$ cat config.mk
export PLATFORM = sky130hd
export DESIGN_NAME = mb_ser_lanes_flat
export DESIGN_NICKNAME = d
export VERILOG_FILES = /design/src/rtl/mb_ser_lanes_if.sv /design/src/rtl/mb_ser_lanes.sv /design/src/flat_wrapper.sv
export SDC_FILE = /design/constraint.sdc
export NUM_CORES = 1
export LEC_CHECK = 0
export ABC_AREA = 1
export CAP_MARGIN = 10
export CORE_ASPECT_RATIO = 0.6
export CORE_MARGIN = 2
export CORE_UTILIZATION = 35
export CTS_CLUSTER_SIZE = 30
export DETAILED_ROUTE_END_ITERATION = 8
export PLACE_DENSITY = 0.63
export SETUP_SLACK_MARGIN = 0.2
export SLEW_MARGIN = 20
export SYNTH_ARGS = -nofsm -noshare
export SYNTH_HDL_FRONTEND = slang
export SYNTH_SLANG_ARGS = --single-unit
$ cat constraint.sdc
create_clock -name clk -period 21.3 [get_ports clk]
set_clock_uncertainty 0.2 [all_clocks]
set_input_delay 4.26 -clock clk [delete_from_list [all_inputs] [get_ports clk]]
set_output_delay 4.26 -clock clk [all_outputs]
set_load 0.02 [all_outputs]
$ cat src/rtl/mb_ser_lanes_if.sv
// Record-side and beat-side signals of the lane serializer.
// master = serializer view, slave = FIFO / downstream view.
interface mb_ser_lanes_if #(
  parameter int MAX_N = 64,
  parameter int POS_W = 6,
  parameter int LANES = 2
);
  localparam int SIZE_W = $clog2(MAX_N) + 1;

  // Record side: mb_rd pops one record while mb_empty is low; the record
  // fields are valid in the cycle after mb_rd and held until the next pop.
  // Beat side: out_wr qualifies lane_vld/sign_out/pos_out/last_out for one
  // cycle; any of dese_full/pos_afull/bit_prog_full withholds the next beat.
  logic [MAX_N-1:0]       sign_in;
  logic [MAX_N*POS_W-1:0] pos_in;
  logic [SIZE_W-1:0]      size_in;
  logic                   slice_end;
  logic                   no_sign;
  logic                   mb_empty;
  logic                   mb_rd;

  logic                   dese_full;
  logic                   pos_afull;
  logic                   bit_prog_full;

  logic                   out_wr;
  logic [LANES-1:0]       lane_vld;
  logic [LANES-1:0]       sign_out;
  logic [LANES*POS_W-1:0] pos_out;
  logic [LANES-1:0]       last_out;
  logic                   slice_end_out;

  modport master (
    input  sign_in, pos_in, size_in, slice_end, no_sign, mb_empty,
    input  dese_full, pos_afull, bit_prog_full,
    output mb_rd,
    output out_wr, lane_vld, sign_out, pos_out, last_out, slice_end_out
  );

  modport slave (
    output sign_in, pos_in, size_in, slice_end, no_sign, mb_empty,
    output dese_full, pos_afull, bit_prog_full,
    input  mb_rd,
    input  out_wr, lane_vld, sign_out, pos_out, last_out, slice_end_out
  );
endinterface

$ cat src/rtl/mb_ser_lanes.sv
// Macroblock serializer: pops one record per FIFO read and streams its (sign, pos)
// entries LANES per beat, oldest first, prefetching the next record on the final beat.
module mb_ser_lanes #(
  parameter int MAX_N = 64,
  parameter int POS_W = 6,
  parameter int LANES = 2
) (
  input  logic           clk,
  input  logic           rst,
  input  logic           clk_en,
  output logic [1:0]     state_dbg,
  mb_ser_lanes_if.master bus
);
  localparam int SIZE_W = $clog2(MAX_N) + 1;

  typedef enum logic [1:0] {
    IDLE  = 2'd0,
    RDLAT = 2'd1,
    SHIFT = 2'd2
  } state_t;

  state_t                 state;
  logic [SIZE_W-1:0]      rem;
  logic                   se_reg;
  logic [MAX_N-1:0]       sign_sr;
  logic [MAX_N*POS_W-1:0] pos_sr;

  logic                   stall;
  logic                   beat_ok;
  logic                   final_beat;
  logic                   empty_rec;
  logic [SIZE_W-1:0]      n_clamp;
  logic [SIZE_W-1:0]      k;
  logic [LANES-1:0]       vld_mask;
  logic [LANES-1:0]       last_mask;
  logic [LANES-1:0]       lane_sign;
  logic [LANES*POS_W-1:0] lane_pos;

  assign state_dbg  = state;
  assign stall      = bus.dese_full | bus.pos_afull | bus.bit_prog_full;
  assign beat_ok    = clk_en & ~stall & (state == SHIFT);
  assign n_clamp    = (bus.size_in > SIZE_W'(MAX_N)) ? SIZE_W'(MAX_N) : bus.size_in;
  assign empty_rec  = bus.no_sign | (n_clamp == '0);
  assign k          = (rem < SIZE_W'(LANES)) ? rem : SIZE_W'(LANES);
  assign final_beat = (rem <= SIZE_W'(LANES));

  // Oldest remaining entry sits at the top of the shift registers and maps to lane 0.
  always_comb begin
    vld_mask  = '0;
    last_mask = '0;
    lane_sign = '0;
    lane_pos  = '0;
    for (int i = 0; i < LANES; i++) begin
      lane_sign[i]               = sign_sr[MAX_N-1-i];
      lane_pos[i*POS_W +: POS_W] = pos_sr[(MAX_N-1-i)*POS_W +: POS_W];
      vld_mask[i]                = (SIZE_W'(i) < k);
      last_mask[i]               = final_beat && (SIZE_W'(i + 1) == k);
    end
  end

  // Pop in IDLE, or on the final beat so the next record lands with no idle state.
  always_comb begin
    bus.mb_rd = 1'b0;
    case (state)
      IDLE:    bus.mb_rd = clk_en & ~bus.mb_empty;
      SHIFT:   bus.mb_rd = beat_ok & final_beat & ~bus.mb_empty;
      default: bus.mb_rd = 1'b0;
    endcase
  end

  // Shifting by a full LANES on the final beat is harmless: the next load overwrites.
  always_ff @(posedge clk) begin
    if (clk_en && state == RDLAT) begin
      sign_sr <= bus.sign_in;
      pos_sr  <= bus.pos_in;
    end else if (beat_ok) begin
      sign_sr <= sign_sr << LANES;
      pos_sr  <= pos_sr << (LANES * POS_W);
    end
  end

  always_ff @(posedge clk or negedge rst) begin
    if (!rst) begin
      state             <= IDLE;
      rem               <= '0;
      se_reg            <= 1'b0;
      bus.out_wr        <= 1'b0;
      bus.lane_vld      <= '0;
      bus.sign_out      <= '0;
      bus.pos_out       <= '0;
      bus.last_out      <= '0;
      bus.slice_end_out <= 1'b0;
    end else begin
      bus.out_wr        <= 1'b0;
      bus.lane_vld      <= '0;
      bus.last_out      <= '0;
      bus.slice_end_out <= 1'b0;
      if (clk_en) begin
        case (state)
          IDLE: begin
            if (bus.mb_rd) state <= RDLAT;
          end
          RDLAT: begin
            if (empty_rec) begin
              bus.slice_end_out <= bus.slice_end;
              state             <= IDLE;
            end else begin
              rem    <= n_clamp;
              se_reg <= bus.slice_end;
              state  <= SHIFT;
            end
          end
          SHIFT: begin
            if (!stall) begin
              bus.out_wr   <= 1'b1;
              bus.lane_vld <= vld_mask;
              bus.sign_out <= lane_sign;
              bus.pos_out  <= lane_pos;
              bus.last_out <= last_mask;
              rem          <= rem - k;
              if (final_beat) begin
                bus.slice_end_out <= se_reg;
                se_reg            <= 1'b0;
                state             <= bus.mb_rd ? RDLAT : IDLE;
              end
            end
          end
          default: state <= IDLE;
        endcase
      end
    end
  end
endmodule

$ cat src/flat_wrapper.sv
// flat-port wrapper written by rule: the top's interface ports become plain ports
module mb_ser_lanes_flat 
#(
  parameter int MAX_N = 64,
  parameter int POS_W = 6,
  parameter int LANES = 2
)
  (clk, rst, clk_en, state_dbg, bus_sign_in, bus_pos_in, bus_size_in, bus_slice_end, bus_no_sign, bus_mb_empty, bus_dese_full, bus_pos_afull, bus_bit_prog_full, bus_mb_rd, bus_out_wr, bus_lane_vld, bus_sign_out, bus_pos_out, bus_last_out, bus_slice_end_out);
  mb_ser_lanes_if #(.MAX_N(MAX_N), .POS_W(POS_W), .LANES(LANES)) bus_i ();
  input  logic clk;
  input  logic rst;
  input  logic clk_en;
  output logic [1:0] state_dbg;
  input wire logic [$bits(bus_i.sign_in)-1:0] bus_sign_in;
  input wire logic [$bits(bus_i.pos_in)-1:0] bus_pos_in;
  input wire logic [$bits(bus_i.size_in)-1:0] bus_size_in;
  input wire logic [$bits(bus_i.slice_end)-1:0] bus_slice_end;
  input wire logic [$bits(bus_i.no_sign)-1:0] bus_no_sign;
  input wire logic [$bits(bus_i.mb_empty)-1:0] bus_mb_empty;
  input wire logic [$bits(bus_i.dese_full)-1:0] bus_dese_full;
  input wire logic [$bits(bus_i.pos_afull)-1:0] bus_pos_afull;
  input wire logic [$bits(bus_i.bit_prog_full)-1:0] bus_bit_prog_full;
  output wire logic [$bits(bus_i.mb_rd)-1:0] bus_mb_rd;
  output wire logic [$bits(bus_i.out_wr)-1:0] bus_out_wr;
  output wire logic [$bits(bus_i.lane_vld)-1:0] bus_lane_vld;
  output wire logic [$bits(bus_i.sign_out)-1:0] bus_sign_out;
  output wire logic [$bits(bus_i.pos_out)-1:0] bus_pos_out;
  output wire logic [$bits(bus_i.last_out)-1:0] bus_last_out;
  output wire logic [$bits(bus_i.slice_end_out)-1:0] bus_slice_end_out;
  assign bus_i.sign_in = bus_sign_in;
  assign bus_i.pos_in = bus_pos_in;
  assign bus_i.size_in = bus_size_in;
  assign bus_i.slice_end = bus_slice_end;
  assign bus_i.no_sign = bus_no_sign;
  assign bus_i.mb_empty = bus_mb_empty;
  assign bus_i.dese_full = bus_dese_full;
  assign bus_i.pos_afull = bus_pos_afull;
  assign bus_i.bit_prog_full = bus_bit_prog_full;
  assign bus_mb_rd = bus_i.mb_rd;
  assign bus_out_wr = bus_i.out_wr;
  assign bus_lane_vld = bus_i.lane_vld;
  assign bus_sign_out = bus_i.sign_out;
  assign bus_pos_out = bus_i.pos_out;
  assign bus_last_out = bus_i.last_out;
  assign bus_slice_end_out = bus_i.slice_end_out;
  mb_ser_lanes #(.MAX_N(MAX_N), .POS_W(POS_W), .LANES(LANES)) u_core (.clk(clk), .rst(rst), .clk_en(clk_en), .state_dbg(state_dbg), .bus(bus_i));
endmodule
==> results.sh <==
export IMPL_outcome="completed"
export IMPL_reg2reg_from="u_core.state_dbg[1]$_DFFE_PN0P_"
export IMPL_core_sq_um=57700
export IMPL_drt_wl_total_um=49200
export IMPL_synth_nets=1636
export IMPL_min_path_cells=2
export IMPL_synth_most_common_cell="edfxtp_1"
export IMPL_die_height_um=192
export IMPL_leakagePower_uw=0.00970
export IMPL_syn_area_per_cell_sq_um=17.6
export IMPL_fp_dieW_um=317
export IMPL_largest_reg_flops=384
export IMPL_critPathMaxStageDelay_ns=0.62
export IMPL_worst_pin_slew_ns=1.05
export IMPL_fin_cells=2474
export IMPL_p_per_area_nw_per_um2=110
export IMPL_slew_viol_final=0
export IMPL_required_ns=16.84
export IMPL_ys_async_sr_fraction_pct=6.28
export IMPL_area_delta_synth_final_pct=33.8
export IMPL_synth_area_leaders="edfxtp_1 (66%), mux2_1 (21%), dfrtp_1 (3.7%), buf_6 (2.4%), mux2_2 (2.2%)"
export IMPL_initial_core_util_pct=35.6
export IMPL_critPathSlowestCell="clkdlybuf4s50_1"
export IMPL_period_share_pct=49.3
export IMPL_min_delay_start="u_core.pos_sr[374]$_DFFE_PP_"
export IMPL_reg2reg_setup_slack_ns=15.79
export IMPL_placed_cells=2383
export IMPL_cp_data_arrival_time_ns=6.03
export IMPL_clock_path_buffers=3
export IMPL_post_drt_wl_per_cell_um=19.9
export IMPL_grt_usage_pct=16.0
export IMPL_yosysWarningCount=0
export IMPL_final_hold_viol_count=0
export IMPL_design_portCount=487
export IMPL_cts_buffers=48
export IMPL_setup_tns_final_ns=0
export IMPL_synth_seq_cells=478
export IMPL_grt_pass1_wl_um=72900
export IMPL_cts_sinks=478
export IMPL_worstHoldEndpoint="u_core.bus.pos_out[8]$_DFFE_PN0P_"
export IMPL_power_uw=3010
export IMPL_crit_top_cell="clkdlybuf4s50_1"
export IMPL_r2r_end="u_core.pos_sr[99]$_DFFE_PP_"
export IMPL_end_kind="output pin"
export IMPL_vias_per_cell=4.63
export IMPL_synth_cell_type_count=26
export IMPL_rows=68
export IMPL_relSlewSlack_pct=29.8
export IMPL_vdd_drop_max_uv=60.1
export IMPL_worst_path_max_fanout=4
export IMPL_crit_chain="clkdlybuf4s50_1 > a21boi_0 > nand3_1 > inv_1 > clkdlybuf4s50_1"
export IMPL_drt_iter0_drc=827
export IMPL_r2r_cells=7
export IMPL_cp_startpoint="clk_en"
export IMPL_clkTransAtPathRegs_ns=0.06
export IMPL_synthFlopType="edfxtp_1"
export IMPL_gp_congestion=0.838
export IMPL_postRouteAntennaNets=0
export IMPL_largest_registers="u_core.pos_sr x384, u_core.sign_sr x64, u_core.bus.pos_out x12"
export IMPL_tritoncts="yes"
export IMPL_clock_root_buffer="clkbuf_16"
export IMPL_vias=11461
export IMPL_place_detailed_hpwl_um=34600
export IMPL_fmax_mhz=95.3
export IMPL_die_area_sq_um=60600
export IMPL_netlist_area_sq_um=20500
export IMPL_drive_gt1_share_pct=7.59
export IMPL_hp_class="reg2reg"
export IMPL_portBuffers=486
export IMPL_yosysSeqAreaShare_pct=69.2
export IMPL_grt_max_degree=120
export IMPL_path_class="in2out"
export IMPL_rsz0062_at_grt="false"
export IMPL_syn_inst=1167
export IMPL_clock_latency_ns=0.58
export IMPL_post_cts_resized=0
export IMPL_setup_violations_final=0
export IMPL_hold_buffers=0
export IMPL_cts_htree_levels=2
export IMPL_grt_remaining_overflow=0
export IMPL_grt_pass1_vias=12035
export IMPL_nets=2132
export IMPL_drcViolationCount=0
export IMPL_final_core_util_pct=47.6
export IMPL_max_cap_violations=0
export IMPL_synth_largest_area_cell="edfxtp_1"
export IMPL_antenna_found_initial=10
export IMPL_synthTopCellsByCount="edfxtp_1 (448), mux2_1 (390), nand2_1 (103), buf_6 (44), mux2_2 (40)"
export IMPL_synth_top_area_share_pct=65.6
export IMPL_first_pass_iters=5
export IMPL_post_route_min_period_ns=10.49
export IMPL_regMostFlops="u_core.pos_sr"
export IMPL_startpoint_type="input port"
export IMPL_synth_edf_count=448
export IMPL_post_cts_setup_buffer_count=0
-- power breakdown --
| group | internal (uW) | total (uW) | switching [uW] |
|---|---|---|---|
| Sequential | 1390 | 1460 | 72.2 |
| Clock | 467 | 831 | 364 |
| Combinational | 340 | 716 | 376 |
| Total | 2200 | 3010 | 812 |
-- how the worst max path moves through the flow --
stage                                                end
after floorplan           u_core.pos_sr[0]$_SDFFCE_PN0P_
after global placement                         bus_mb_rd
after detailed placement                       bus_mb_rd
after CTS                                      bus_mb_rd
after global routing                           bus_mb_rd
final                                          bus_mb_rd
-- layout make-up --
| cell class | count | area [sq um] |
|---|---|---|
| flip-flops and latches | 478 | 14200 |
| well taps | 770 | 963 |
| clock inverters | 27 | 184 |
| fillers | 4942 | 30200 |
| repair buffers | 499 | 4970 |
| diodes | 5 | 12.5 |
| multi-input cells | 602 | 5660 |
| clock buffers | 59 | 1330 |
| inverters | 34 | 128 |
-- worst max-delay path, delay by kind of cell --
family                 cells  cell delay [ns]
AND/OR/NAND/NOR            1             0.15
AO/OA/AOI/OAI              1             0.33
buffers and inverters      3             1.29
-- cells in the final DEF, fill, tap and decap left out, types with 2 or more instances in the layout --
master,count
a21oi_1,8
buf_4,12
bufinv_16,2
clkbuf_1,5
clkbuf_16,51
clkbuf_8,2
clkdlybuf4s50_1,486
clkinv_1,13
clkinv_2,7
clkinv_4,2
dfrtp_1,30
diode_2,5
edfxtp_1,448
ha_1,5
inv_1,33
mux2_1,390
mux2_2,40
mux2_4,4
nand2_1,102
nand3_1,10
nand3b_1,2
nand4_1,2
nor2_1,27
nor3_1,2
o21ai_0,2
-- kinds of logic after synthesis --
| group | count (synthesis) | synth area share (%) |
|---|---|---|
| mux | 434 | 23.9 |
| buf+inv | 87 | 3.28 |
| fa+ha+maj | 5 | 0.305 |
| simple gates | 149 | 2.90 |
| xor+xnor | 1 | 0.0427 |
| compound gates | 12 | 0.317 |
| flops | 478 | 69.2 |
| other cells | 1 | 0.0183 |
-- stage by stage --
stage          setup slack [ns]  instance area (sq um)  hold slack (ns)
2_1_floorplan              5.63                  20500            0.218
3_3_place_gp              10.84                  25900            0.223
3_5_place_dp              10.84                  25900            0.233
4_1_cts                   10.83                  27400            0.244
5_1_grt                   10.69                  27400            0.270
6_report                  10.81                  27400            0.242
-- layer usage --
metal  share of wire, %  vias up  track usage (%)  wire [um]
met3                6.7       89             5.10       3310
met4                2.2       14             4.61       1100
met2                 46      272             24.9      22800
met5               0.19        -                0         95
li1                   -     5387                -          -
met1                 45     5699             21.4      21900
No activity file was read; power rests on OpenSTA's default activity.
